--- src/rtl/tap_sequencer.sv ---
// FIR tap sequencer: circular sample history swept newest-to-oldest, one tap per handshake.
// Optional macro TAP_SEQUENCER_CLEAR_EN adds a synchronous history clear input clr_i.
module tap_sequencer #(
   parameter int DATA_WIDTH = 24,
   parameter int N_TAPS     = 16
) (
   input  logic                      clk_i,
   input  logic                      rst_ni,
`ifdef TAP_SEQUENCER_CLEAR_EN
   input  logic                      clr_i,
`endif
   input  logic                      sample_valid_i,
   input  logic [DATA_WIDTH-1:0]     sample_i,
   output logic                      busy_o,
   output logic                      overrun_o,
   output logic                      tap_valid_o,
   input  logic                      tap_ready_i,
   output logic [DATA_WIDTH-1:0]     tap_data_o,
   output logic [$clog2(N_TAPS)-1:0] tap_idx_o,
   output logic                      tap_last_o
);

   localparam int IW = $clog2(N_TAPS);
   localparam logic [IW-1:0] LAST_IDX = IW'(N_TAPS - 1);
   localparam logic [IW:0]   N_EXT    = (IW + 1)'(N_TAPS);

   typedef enum logic {
      IDLE  = 1'b0,
      SWEEP = 1'b1
   } state_t;

   state_t                state;
   logic [IW-1:0]         wr_ptr;
   logic [DATA_WIDTH-1:0] mem [N_TAPS];
   logic [IW-1:0]         next_k;
   logic [IW-1:0]         rd_addr;
   logic [IW-1:0]         next_wr;

   assign busy_o = (state == SWEEP);

   // Next tap index and its history address (wr_ptr - k) mod N_TAPS, safe for non-power-of-two depths
   always_comb begin
      next_k = tap_idx_o + IW'(1);
      if (wr_ptr >= next_k) begin
         rd_addr = wr_ptr - next_k;
      end else begin
         rd_addr = IW'(({1'b0, wr_ptr} + N_EXT) - {1'b0, next_k});
      end
      if (wr_ptr == LAST_IDX) begin
         next_wr = {IW{1'b0}};
      end else begin
         next_wr = wr_ptr + IW'(1);
      end
   end

   // Sequencer FSM, history storage and registered tap outputs
   always_ff @(posedge clk_i or negedge rst_ni) begin
      if (!rst_ni) begin
         state       <= IDLE;
         wr_ptr      <= {IW{1'b0}};
         mem         <= '{default: {DATA_WIDTH{1'b0}}};
         overrun_o   <= 1'b0;
         tap_valid_o <= 1'b0;
         tap_data_o  <= {DATA_WIDTH{1'b0}};
         tap_idx_o   <= {IW{1'b0}};
         tap_last_o  <= 1'b0;
      end else
`ifdef TAP_SEQUENCER_CLEAR_EN
      if (clr_i) begin
         state       <= IDLE;
         wr_ptr      <= {IW{1'b0}};
         mem         <= '{default: {DATA_WIDTH{1'b0}}};
         overrun_o   <= 1'b0;
         tap_valid_o <= 1'b0;
         tap_data_o  <= {DATA_WIDTH{1'b0}};
         tap_idx_o   <= {IW{1'b0}};
         tap_last_o  <= 1'b0;
      end else
`endif
      begin
         case (state)
            IDLE: begin
               overrun_o <= 1'b0;
               if (sample_valid_i) begin
                  // Tap 0 is the sample itself, so forward it rather than read it back
                  mem[wr_ptr] <= sample_i;
                  state       <= SWEEP;
                  tap_valid_o <= 1'b1;
                  tap_data_o  <= sample_i;
                  tap_idx_o   <= {IW{1'b0}};
                  tap_last_o  <= 1'b0;
               end
            end
            SWEEP: begin
               overrun_o <= sample_valid_i;
               if (tap_ready_i) begin
                  if (tap_idx_o == LAST_IDX) begin
                     state       <= IDLE;
                     wr_ptr      <= next_wr;
                     tap_valid_o <= 1'b0;
                     tap_last_o  <= 1'b0;
                  end else begin
                     tap_idx_o  <= next_k;
                     tap_data_o <= mem[rd_addr];
                     tap_last_o <= (next_k == LAST_IDX);
                  end
               end
            end
            default: begin
               state       <= IDLE;
               overrun_o   <= 1'b0;
               tap_valid_o <= 1'b0;
               tap_last_o  <= 1'b0;
            end
         endcase
      end
   end

endmodule

--- config.mk ---
export PLATFORM = sky130hd
export DESIGN_NAME = tap_sequencer
export DESIGN_NICKNAME = d
export VERILOG_FILES = /design/src/rtl/tap_sequencer.sv
export SDC_FILE = /design/constraint.sdc
export NUM_CORES = 1
export LEC_CHECK = 0
export CAP_MARGIN = 30
export CORE_MARGIN = 10
export CORE_UTILIZATION = 55
export DETAILED_ROUTE_END_ITERATION = 7
export PLACE_DENSITY_LB_ADDON = 0.25
export SLEW_MARGIN = 20
export SYNTH_ARGS = -nofsm -noshare
export SYNTH_HDL_FRONTEND = slang
export SYNTH_SLANG_ARGS = --single-unit
--- constraint.sdc ---
create_clock -name clk_i -period 7.2 [get_ports clk_i]
set_clock_uncertainty 0.1 [all_clocks]
set_input_delay 1.44 -clock clk_i [delete_from_list [all_inputs] [get_ports clk_i]]
set_output_delay 1.44 -clock clk_i [all_outputs]
set_load 0.01 [all_outputs]
==> run summary, run 1 <==
Yosys cell types -> 32
Die X-Extent -> 206 um
Net Switching -> 0.00317 W
Total grt overflow -> 0
Top-level port count -> 60
Slew margin rel. -> 32.3%
Synthesized area -> 18900 sq um
WL per Instance -> 25.4 um
RePlAce Congestion -> 0.782
Buffers & Inverters on Critical Path -> 3
Post-CTS setup buffer count -> 0
Ratio of routed vias to standard cells -> 6.21
Highest attainable clock frequency -> 236 MHz
Critical-path cell with the highest stage delay -> sky130_fd_sc_hd__fa_4
Port Buffer Count -> 59
Area of the die -> 42300 sq um
Number of maximum-capacitance violations -> 0
Fillers -> 2455
Leakage power of the design -> 10.4 nW
Power Density -> 405 nW/um^2
Detailed placer's ending HPWL -> 26.1 mm
Number of remaining DRC errors -> 0
Most common cell after layout, fill and taps aside -> sky130_fd_sc_hd__dfrtp_1
Portion of the clock cycle consumed by the worst path in the final layout -> 58.9%
Maximum ir drop on the vdd rail -> 0.462 mV
Clock transition at the register clock pins on the worst setup and hold paths after CTS -> 60 ps
Average footprint of a synthesized cell -> 15.1 sq um
Gates resized, CTS repair -> 0
Worst path required time -> 7530 ps
Tightest Pin Transition -> 1010 ps
Maximum buffer depth of the clock tree -> 3
Final Hold Viols -> 0
Final number of max-transition violations -> 0
Signal arrival time at the worst endpoint -> 4570 ps
Die height -> 206 um
Element type at the critical path end -> register
Antenna violations before repair -> 2
Clock tree from TritonCTS -> yes
Commonest cells after routing, fill and taps aside -> sky130_fd_sc_hd__dfrtp_1 (420), sky130_fd_sc_hd__mux2_2 (385), sky130_fd_sc_hd__mux4_2 (96), sky130_fd_sc_hd__nand2_1 (75), sky130_fd_sc_hd__clkdlybuf4s50_1 (58)
Total global-route track usage -> 21.9%
Share of post-route cells with drive strength above 1 -> 44.6%
Placement Rows -> 67
Total number of vias -> 11000
Clock period minus worst slack -> 4240 ps
Sinks on the clock net -> 420
Root cell of the clock tree -> sky130_fd_sc_hd__clkbuf_16
Min-Delay Path Class -> register to register
Net count of the mapped netlist -> 1294
Worst-skew pair later-pin latency -> 550 ps
Portion of total power attributed to the clock network -> 26.2%
Sequential cell area fraction in the yosys report -> 55.5%
First-pass GRT wire length -> 70.8 mm
Core area -> 33800 sq um
Diodes inserted -> 0
Fin Setup TNS -> 0 ps
CP max stage delay -> 1400 ps
Number of register bits inferred by synthesis -> 420
Comb pwr share -> 42.1%
Part of the total power dissipated in sequential elements -> 31.7%
Synthesis-to-finish area growth -> 13.7%
Hold bufs inserted after CTS -> 0
H-tree depth -> 2
Largest fanout on the critical path -> 53
Category of cells accounting for the largest share of critical-path delay -> adder cells
Cell-internal power -> 0.00554 W
Final wirelength -> 45.1 mm
Number of antenna-violating nets in the routed design -> 0
Post-Layout Cell Count -> 1772
Switching Fraction -> 36.4%
RSZ-0062 raised after global routing -> false
CP Launch Type -> register
Placed Instances -> 1692
Cts bufs inserted -> 45
Fin nets -> 1329
Number of global-route vias before repair -> 11600
Count of routing violations after the opening detailed-route iteration -> 791
Setup violators final -> 0
Pin count of the biggest net entering global routing -> 180
Number of cells produced by synthesis -> 1256
Length of the first detailed-routing pass in iterations -> 5
Initial Util -> 56.0%
Crit path cell chain -> inv_1 -> ha_1 -> inv_1 -> fa_4 -> buf_4 -> mux4_2 -> a22o_1 -> a21oi_1 -> o21ai_1
Run status -> finished clean
CP dominant cell by count -> sky130_fd_sc_hd__inv_1
Count of synthesis-stage warnings from yosys -> 0
Crit Path Category -> register to register
-- per-layer routing --
layer | wire, um | global-route usage (%) | vias to the layer above
met4 | 700 | 4.99 | 4
met5 | 23 | 0 | -
met1 | 20600 | 31.3 | 5962
met3 | 2450 | 4.03 | 59
met2 | 21300 | 34.3 | 252
li1 | - | - | 4720
-- stage by stage --
stage / cell area, sq um / power [W] / hold WS [ps] / setup slack (ps) / util, %
final: 21500 / 0.00871 / 378 / 2960 / 63.7
after floorplan: 18900 / 0.00531 / 374 / 4020 / -
after detailed placement: 20100 / 0.00651 / 372 / 2870 / 59.4
after global routing: 21500 / 0.00917 / 410 / 2830 / 63.7
after CTS: 21500 / 0.00880 / 385 / 2970 / 63.7
after global placement: 20000 / 0.00636 / 376 / 2940 / 59.1
-- registers in the layout, indices dropped and copies added (netlist names) --
name         count
tap_idx_o        4
overrun_o        1
tap_data_o      24
wr_ptr           4
busy_o           1
tap_last_o       1
mem            384
tap_valid_o      1
-- power by group through the flow --
stage	Combinational, W	Clock [W]	Sequential [W]
2_1_floorplan	0.00253	0	0.00277
3_3_place_gp	0.00356	0	0.00279
3_5_place_dp	0.00370	0	0.00280
4_1_cts	0.00372	0.00232	0.00276
5_1_grt	0.00394	0.00244	0.00279
6_report	0.00367	0.00228	0.00276
-- final timing paths --
| path | slack (ps) | startpoint | cells after the start | endpoint |
|---|---|---|---|---|
| min in group asynchronous | 840 | rst_ni | 1 | tap_data_o[19]$_DFFE_PN0P_ |
| hold / removal | 380 | tap_valid_o$_DFFE_PN0P_ | 2 | tap_valid_o$_DFFE_PN0P_ |
| setup reg to reg | 2960 | tap_idx_o[0]$_DFFE_PN0P_ | 9 | tap_data_o[1]$_DFFE_PN0P_ |
| setup / recovery | 2960 | tap_idx_o[0]$_DFFE_PN0P_ | 9 | tap_data_o[1]$_DFFE_PN0P_ |
| max in group asynchronous | 4630 | rst_ni | 2 | mem[273]$_DFFE_PN0P_ |
| hold reg to reg | 380 | tap_valid_o$_DFFE_PN0P_ | 2 | tap_valid_o$_DFFE_PN0P_ |
-- Yosys cell counts --
library cell / count / share of area (%)
sky130_fd_sc_hd__a21o_1: 1 / 0.040
sky130_fd_sc_hd__a21oi_1: 25 / 0.66
sky130_fd_sc_hd__a22o_1: 25 / 1.2
sky130_fd_sc_hd__a22oi_1: 24 / 0.95
sky130_fd_sc_hd__and2_1: 1 / 0.033
sky130_fd_sc_hd__and3_1: 26 / 0.86
sky130_fd_sc_hd__buf_1: 4 / 0.079
sky130_fd_sc_hd__buf_2: 20 / 0.53
sky130_fd_sc_hd__buf_4: 2 / 0.079
sky130_fd_sc_hd__buf_6: 2 / 0.12
sky130_fd_sc_hd__clkbuf_1: 74 / 1.5
sky130_fd_sc_hd__dfrtp_1: 420 / 56
sky130_fd_sc_hd__fa_1: 1 / 0.11
sky130_fd_sc_hd__ha_1: 9 / 0.59
sky130_fd_sc_hd__inv_1: 4 / 0.079
sky130_fd_sc_hd__mux2_2: 385 / 23
sky130_fd_sc_hd__mux2i_1: 1 / 0.053
sky130_fd_sc_hd__mux4_2: 96 / 11
sky130_fd_sc_hd__nand2_1: 75 / 1.5
sky130_fd_sc_hd__nand2b_1: 2 / 0.066
sky130_fd_sc_hd__nand3_1: 5 / 0.13
sky130_fd_sc_hd__nor2_1: 5 / 0.099
sky130_fd_sc_hd__nor2_2: 1 / 0.033
sky130_fd_sc_hd__nor2b_1: 2 / 0.066
sky130_fd_sc_hd__nor3_1: 2 / 0.053
sky130_fd_sc_hd__nor3b_1: 3 / 0.12
sky130_fd_sc_hd__o21ai_0: 7 / 0.18
sky130_fd_sc_hd__o21ai_1: 24 / 0.63
sky130_fd_sc_hd__o41ai_1: 1 / 0.046
sky130_fd_sc_hd__xnor2_1: 6 / 0.28
sky130_fd_sc_hd__xnor2_2: 1 / 0.086
sky130_fd_sc_hd__xor2_1: 2 / 0.093
-- cell type report --
class,instances,area [sq um],share of cell area (%)
flip-flops and latches,420,10500,48.8
multi-input cells,730,8060,37.5
clock buffers,69,1350,6.27
repair buffers,90,908,4.22
well taps,448,561,2.60
clock inverters,11,116,0.541
inverters,4,15.0,0.0698
-- worst register-to-register path: stages (launching register included) --
cell,delay (ps)
sky130_fd_sc_hd__dfrtp_1,440
sky130_fd_sc_hd__inv_1,120
sky130_fd_sc_hd__ha_1,340
sky130_fd_sc_hd__inv_1,60
sky130_fd_sc_hd__fa_4,1410
sky130_fd_sc_hd__buf_4,740
sky130_fd_sc_hd__mux4_2,440
sky130_fd_sc_hd__a22o_1,270
sky130_fd_sc_hd__a21oi_1,130
sky130_fd_sc_hd__o21ai_1,70
-- logic make-up after synthesis --
group | after synthesis | synth area share [%]
DFF | 420 | 55.5
buffers and inverters | 106 | 2.35
AOI/OAI and AO/OA | 107 | 3.67
and+or+nand+nor | 122 | 2.95
xor gates and xnor gates | 9 | 0.456
adders and majority gates | 10 | 0.700
muxes | 482 | 34.4
Power figures use the tool's default switching activity.
==> inputs of run 2 (changes only) <==
==> constraint.sdc (replaced) <==
create_clock -name clk_i -period 3.7 [get_ports clk_i]
set_clock_uncertainty 0.1 [all_clocks]
set_input_delay 0.74 -clock clk_i [delete_from_list [all_inputs] [get_ports clk_i]]
set_output_delay 0.74 -clock clk_i [all_outputs]
set_load 0.01 [all_outputs]
==> run 2 against run 1 <==
Net effect: cell area increased by 1.3%; the flow now finishes with violations (hold timing); register-to-register slack worse by 2500 ps; via count is 1.2% higher; largest power group unchanged.
==> run summary, run 2 (synthesis gave the netlist of run 1 again) <==
Run status -> complete, but fails checks
Violations in the final reports -> hold timing
Flip-flop count of the largest register after layout -> 384 (unchanged)
Signal arrival time at the worst endpoint -> 3610 ps (-960 ps)
Top-level port count -> 60 (unchanged)
Reg-to-reg critical path startpoint -> tap_idx_o[0]$_DFFE_PN0P_
Count of routing violations after the opening detailed-route iteration -> 702 (-11%)
Final Hold Viols -> 1 (+1)
Cts bufs inserted -> 45 (unchanged)
Share of post-route cells with drive strength above 1 -> 45.7% (+1.1 points)
Worst hold slack after final layout -> -0.918 ps (-379 ps)
Final number of max-transition violations -> 0 (unchanged)
Ratio of routed vias to standard cells -> 6.23 (+0.36%)
Crit Path Category -> register to register
Largest fanout on the critical path -> 38 (-28%)
Placement-stage cell area -> 20200 sq um (+0.92%)
Fin nets -> 1341 (+0.90%)
RSZ-0062 raised after global routing -> false
CP Launch Type -> register
Core area -> 33800 sq um (unchanged)
Diodes inserted -> 0 (unchanged)
RePlAce Congestion -> 0.765 (-2.1%)
Maximum buffer depth of the clock tree -> 3 (unchanged)
Largest regs -> mem x384, tap_data_o x24
Length of the first detailed-routing pass in iterations -> 5 (unchanged)
Placement Rows -> 67 (unchanged)
Clock period minus worst slack -> 3290 ps (-952 ps)
Setup violators final -> 0 (unchanged)
Pin count of the biggest net entering global routing -> 92 (-49%)
Area of the die -> 42300 sq um (unchanged)
Total number of vias -> 11100 (+1.2%)
Placed Instances -> 1704 (+0.71%)
WL per Instance -> 25.4 um (about the same)
Portion of the clock cycle consumed by the worst path in the final layout -> 88.9% (+30 points)
Antenna violations before repair -> 2 (unchanged)
Sinks on the clock net -> 420 (unchanged)
Total grt overflow -> 0 (unchanged)
Number of remaining DRC errors -> 0 (unchanged)
Most common cell after layout, fill and taps aside -> sky130_fd_sc_hd__dfrtp_1
Leakage power of the design -> 10.5 nW (+1.3%)
Synthesis-to-finish area growth -> 15.2%
Min-Delay Path Class -> primary input to async pin
Number of global-route vias before repair -> 11700 (+0.95%)
Number of maximum-capacitance violations -> 0 (unchanged)
Power Density -> 807 nW/um^2 (+99%)
Commonest cells after routing, fill and taps aside -> sky130_fd_sc_hd__dfrtp_1 (420), sky130_fd_sc_hd__mux2_2 (385), sky130_fd_sc_hd__mux4_2 (96), sky130_fd_sc_hd__nand2_1 (75), sky130_fd_sc_hd__clkdlybuf4s50_1 (58)
Slew margin rel. -> 58.6% (+26 points)
Top metal layer carrying routed signals -> met5
Die height -> 206 um (unchanged)
Initial Util -> 56.0% (unchanged)
Fillers -> 2419 (-1.5%)
Worst path required time -> 4030 ps (-3500 ps)
Final standard cell area without fillers -> 21800 sq um (+1.3%)
Final wirelength -> 45.5 mm (+0.88%)
H-tree depth -> 2 (unchanged)
Post-CTS setup buffer count -> 0 (unchanged)
Metal2 WL -> 21.7 mm (+2.2%)
Largest register by flop count -> mem
Post-Layout Cell Count -> 1787 (+0.85%)
Clock transition at the register clock pins on the worst setup and hold paths after CTS -> 60 ps (about the same)
Maximum ir drop on the vdd rail -> 0.928 mV (+100%)
Hold bufs inserted after CTS -> 0 (unchanged)
Tightest Pin Transition -> 618 ps (-395 ps)
Depth of the worst register-to-register path -> 10 (+1)
Routed length on met1 -> 20.2 mm (-1.9%)
Die X-Extent -> 206 um (unchanged)
Endpoint of the lowest-slack register-to-register path -> tap_data_o[9]$_DFFE_PN0P_
Detailed placer's ending HPWL -> 25.5 mm (-2.5%)
Number of antenna-violating nets in the routed design -> 0 (unchanged)
Gates resized, CTS repair -> 0 (unchanged)
Root cell of the clock tree -> sky130_fd_sc_hd__clkbuf_16
Highest attainable clock frequency -> 304 MHz (+29%)
WL met3 -> 2.35 mm (-4.0%)
Slack of the worst reg-to-reg path -> 410 ps (-2550 ps)
Utilization after layout -> 64.6% (+0.86 points)
First-pass GRT wire length -> 71.3 mm (+0.67%)
Port Buffer Count -> 59 (unchanged)
Total global-route track usage -> 22.1% (+0.24 points)
Worst-skew pair later-pin latency -> 560 ps (about the same)
Element type at the critical path end -> register
Fin Setup TNS -> 0 ps (unchanged)
Clock tree from TritonCTS -> yes
[run 2: changes by cell type in the layout (fill, tap and decap cells not counted)]
cell / before / now
sky130_fd_sc_hd__buf_12: 1 / 14
sky130_fd_sc_hd__clkinv_2: 6 / 10
sky130_fd_sc_hd__buf_4: 26 / 29
sky130_fd_sc_hd__buf_16: 3 / 0
sky130_fd_sc_hd__clkinvlp_4: 0 / 4
sky130_fd_sc_hd__inv_6: 2 / 1
sky130_fd_sc_hd__bufinv_16: 2 / 5
sky130_fd_sc_hd__buf_8: 2 / 1
sky130_fd_sc_hd__clkbuf_1: 13 / 6
[run 2: worst max path at each step]
stage,slack [ps],endpoint,startpoint
floorplan,520,tap_data_o[14]$_DFFE_PN0P_,tap_idx_o[0]$_DFFE_PN0P_
global placement,490,tap_data_o[3]$_DFFE_PN0P_,tap_idx_o[0]$_DFFE_PN0P_
detailed placement,450,tap_data_o[10]$_DFFE_PN0P_,tap_idx_o[0]$_DFFE_PN0P_
CTS,410,tap_data_o[9]$_DFFE_PN0P_,tap_idx_o[0]$_DFFE_PN0P_
global route,200,tap_data_o[9]$_DFFE_PN0P_,tap_idx_o[0]$_DFFE_PN0P_
finish,410,tap_data_o[9]$_DFFE_PN0P_,tap_idx_o[0]$_DFFE_PN0P_
[run 2: layout make-up]
| type | count | area (sq um) | area share, % |
|---|---|---|---|
| sequential | 420 | 10500 | 48.2 |
| multi-input combinational | 730 | 8060 | 37.0 |
| clock buffer | 62 | 1320 | 6.06 |
| timing repair buffer | 102 | 1090 | 5.01 |
| tap | 448 | 561 | 2.57 |
| clock inverter | 21 | 248 | 1.14 |
| inverter | 4 | 15.0 | 0.0688 |
[run 2: critical path: stages, from the launching register on]
cell and delay, ps:
sky130_fd_sc_hd__dfrtp_1 430, sky130_fd_sc_hd__inv_1 110, sky130_fd_sc_hd__ha_1 340, sky130_fd_sc_hd__inv_1 60
sky130_fd_sc_hd__fa_4 500, sky130_fd_sc_hd__xnor2_4 280, sky130_fd_sc_hd__buf_12 320, sky130_fd_sc_hd__mux4_2 550
sky130_fd_sc_hd__a22o_1 250, sky130_fd_sc_hd__a21oi_1 120, sky130_fd_sc_hd__o21ai_1 70
[run 2: layer usage]
| metal | up-vias | GRT usage [%] |
|---|---|---|
| li1 | 4761 | - |
| met1 | 6002 | 31.2 |
| met2 | 286 | 34.8 |
| met3 | 77 | 3.38 |
| met4 | 4 | 6.90 |
| met5 | - | 0 |
[run 2: power by group]
part           internal (W)  switching (W)  total [W]  leakage, nW
logic               0.00334        0.00418    0.00753         3.97
registers           0.00507       0.000320    0.00539         5.79
clock network       0.00285        0.00183    0.00469        0.770
total                0.0113        0.00634     0.0176         10.5
[run 2: through the flow]
| stage | total power (W) | setup WS (ps) |
|---|---|---|
| floorplan | 0.0103 | 523 |
| global placement | 0.0129 | 494 |
| detailed placement | 0.0130 | 449 |
| CTS | 0.0178 | 406 |
| global route | 0.0185 | 199 |
| finish | 0.0176 | 412 |
==> inputs of run 3 (changes only) <==
--- a/config.mk
+++ b/config.mk
@@ -9,7 +9,7 @@
 export CORE_MARGIN = 10
 export CORE_UTILIZATION = 55
 export DETAILED_ROUTE_END_ITERATION = 7
-export PLACE_DENSITY_LB_ADDON = 0.25
+export PLACE_DENSITY = 0.78
 export SLEW_MARGIN = 20
 export SYNTH_ARGS = -nofsm -noshare
 export SYNTH_HDL_FRONTEND = slang
==> run 3 against run 2 <==
Net effect: the run now ends clean; first-iteration DRC count grew 14%; non-clock buffer count grew 10; critical path depth unchanged; critical endpoint is now tap_data_o[12]$_DFFE_PN0P_.
==> run summary, run 3 (synthesis gave the netlist of run 1 again) <==
Sinks on the clock net -> 420 (unchanged)
Length of the first detailed-routing pass in iterations -> 6 (+1)
Min-Delay Path Class -> primary input to async pin
Hold bufs inserted after CTS -> 0 (unchanged)
Ratio of routed vias to standard cells -> 6.25 (+0.27%)
Largest regs -> mem x384, tap_data_o x24
Antenna violations before repair -> 0 (-2)
Element type at the critical path end -> register
Core area -> 33800 sq um (unchanged)
Total global-route track usage -> 21.6% (-0.50 points)
Slew margin rel. -> 52.0% (-6.7 points)
CP max stage delay -> 510 ps (-40 ps)
Run status -> finished clean
Final Hold Viols -> 0 (-1)
Setup violators final -> 0 (unchanged)
RePlAce Congestion -> 0.779 (+1.8%)
Crit path cell chain -> inv_1 -> ha_1 -> inv_1 -> fa_4 -> xnor2_4 -> buf_12 -> mux4_2 -> a22o_1 -> a21oi_1 -> o21ai_1
Placement Rows -> 67 (unchanged)
Clock tree from TritonCTS -> yes
Final number of max-transition violations -> 0 (unchanged)
Post-CTS setup buffer count -> 0 (unchanged)
Reg-to-reg critical path startpoint -> tap_idx_o[0]$_DFFE_PN0P_
Largest fanout on the critical path -> 16 (-58%)
CP Launch Type -> register
Clock transition at the register clock pins on the worst setup and hold paths after CTS -> 60 ps (about the same)
H-tree depth -> 2 (unchanged)
Die X-Extent -> 206 um (unchanged)
Diodes inserted -> 0 (unchanged)
Critical-path cell with the highest stage delay -> sky130_fd_sc_hd__mux4_2
Fillers -> 2356 (-2.6%)
Total number of vias -> 11200 (+0.44%)
Area of the die -> 42300 sq um (unchanged)
RSZ-0062 raised after global routing -> false
Worst path required time -> 4020 ps (about the same)
Synthesis-to-finish area growth -> 15.0%
Port Buffer Count -> 59 (unchanged)
Fin nets -> 1349 (+0.60%)
Largest register by flop count -> mem
Commonest cells after routing, fill and taps aside -> sky130_fd_sc_hd__dfrtp_1 (420), sky130_fd_sc_hd__mux2_2 (385), sky130_fd_sc_hd__mux4_2 (96), sky130_fd_sc_hd__nand2_1 (75), sky130_fd_sc_hd__clkdlybuf4s50_1 (58)
CP dominant cell by count -> sky130_fd_sc_hd__inv_1
Worst setup path startpoint -> tap_idx_o[0]$_DFFE_PN0P_
Detailed placer's ending HPWL -> 25.8 mm (+1.2%)
Number of remaining DRC errors -> 0 (unchanged)
Total grt overflow -> 0 (unchanged)
Total power consumption of the routed design -> 0.0176 W (+0.15%)
Root cell of the clock tree -> sky130_fd_sc_hd__clkbuf_16
Cts bufs inserted -> 43 (-4.4%)
Top-level port count -> 60 (unchanged)
Initial Util -> 56.0% (unchanged)
Most common cell after layout, fill and taps aside -> sky130_fd_sc_hd__dfrtp_1
First-pass GRT wire length -> 70.5 mm (-1.1%)
Number of global-route vias before repair -> 11900 (+1.6%)
Power Density -> 810 nW/um^2 (+0.34%)
Highest attainable clock frequency -> 294 MHz (-3.3%)
Number of antenna-violating nets in the routed design -> 0 (unchanged)
Share of post-route cells with drive strength above 1 -> 45.5% (-0.18 points)
Die height -> 206 um (unchanged)
Leakage power of the design -> 10.5 nW (about the same)
Category of cells accounting for the largest share of critical-path delay -> adder cells
Tightest Pin Transition -> 721 ps (+102 ps)
Fin Setup TNS -> 0 ps (unchanged)
Final wirelength -> 44.6 mm (-1.8%)
Worst-skew pair later-pin latency -> 560 ps (about the same)
Maximum ir drop on the vdd rail -> 1.08 mV (+16%)
Count of routing violations after the opening detailed-route iteration -> 801 (+14%)
Signal arrival time at the worst endpoint -> 3720 ps (+110 ps)
Number of maximum-capacitance violations -> 0 (unchanged)
Crit Path Category -> register to register
Maximum buffer depth of the clock tree -> 3 (unchanged)
Buffers & Inverters on Critical Path -> 3 (unchanged)
Pin count of the biggest net entering global routing -> 87 (-5.4%)
Gates resized, CTS repair -> 0 (unchanged)
Flip-flop count of the largest register after layout -> 384 (unchanged)
Portion of the clock cycle consumed by the worst path in the final layout -> 91.9% (+3.0 points)
Clock period minus worst slack -> 3400 ps (+111 ps)
WL per Instance -> 24.9 um (-2.0%)
==> run 3: cell type report <==
| cell class | instances | area (sq um) | share of cell area (%) |
|---|---|---|---|
| inverter | 4 | 15.0 | 0.0690 |
| clock buffer | 65 | 1290 | 5.93 |
| tap | 448 | 561 | 2.57 |
| clock inverter | 11 | 198 | 0.908 |
| sequential | 420 | 10500 | 48.3 |
| timing repair buffer | 112 | 1160 | 5.31 |
| multi-input combinational | 730 | 8040 | 36.9 |
==> run 3: power by group <==
part / internal [W] / switching (W)
Sequential: 0.00507 / 0.000312
Clock: 0.00275 / 0.00179
Combinational: 0.00343 / 0.00427
==> run 3: metal layers <==
metal  track usage, %  vias to the layer above  share of wire [%]
li1                 -                     4766                  -
met1             29.4                     6020                 42
met2             35.1                      323                 49
met3             4.12                       70                6.5
met4             5.83                        0                2.0
met5                0                        -                  0
==> run 3: path summary, 6_finish.rpt <==
check,depth (start not counted),slack (ps),to
min reg2reg,2,390,tap_valid_o$_DFFE_PN0P_
max,10,300,tap_data_o[12]$_DFFE_PN0P_
min,1,130,tap_last_o$_DFFE_PN0P_
max in group asynchronous,2,2460,mem[297]$_DFFE_PN0P_
min in group clk_i,2,390,tap_valid_o$_DFFE_PN0P_
max reg2reg,10,300,tap_data_o[12]$_DFFE_PN0P_
==> run 3: per-stage QoR <==
stage | hold WS, ps | utilization, % | instance area, sq um | worst slack, ps | std cells
2_1_floorplan | 344 | - | 18900 | 523 | 1256
3_3_place_gp | 360 | 60.0 | 20300 | 383 | 1714
3_5_place_dp | 377 | 60.0 | 20300 | 318 | 1714
4_1_cts | 136 | 64.4 | 21800 | 289 | 1790
5_1_grt | 164 | 64.4 | 21800 | 104 | 1790
6_report | 130 | 64.4 | 21800 | 301 | 1790
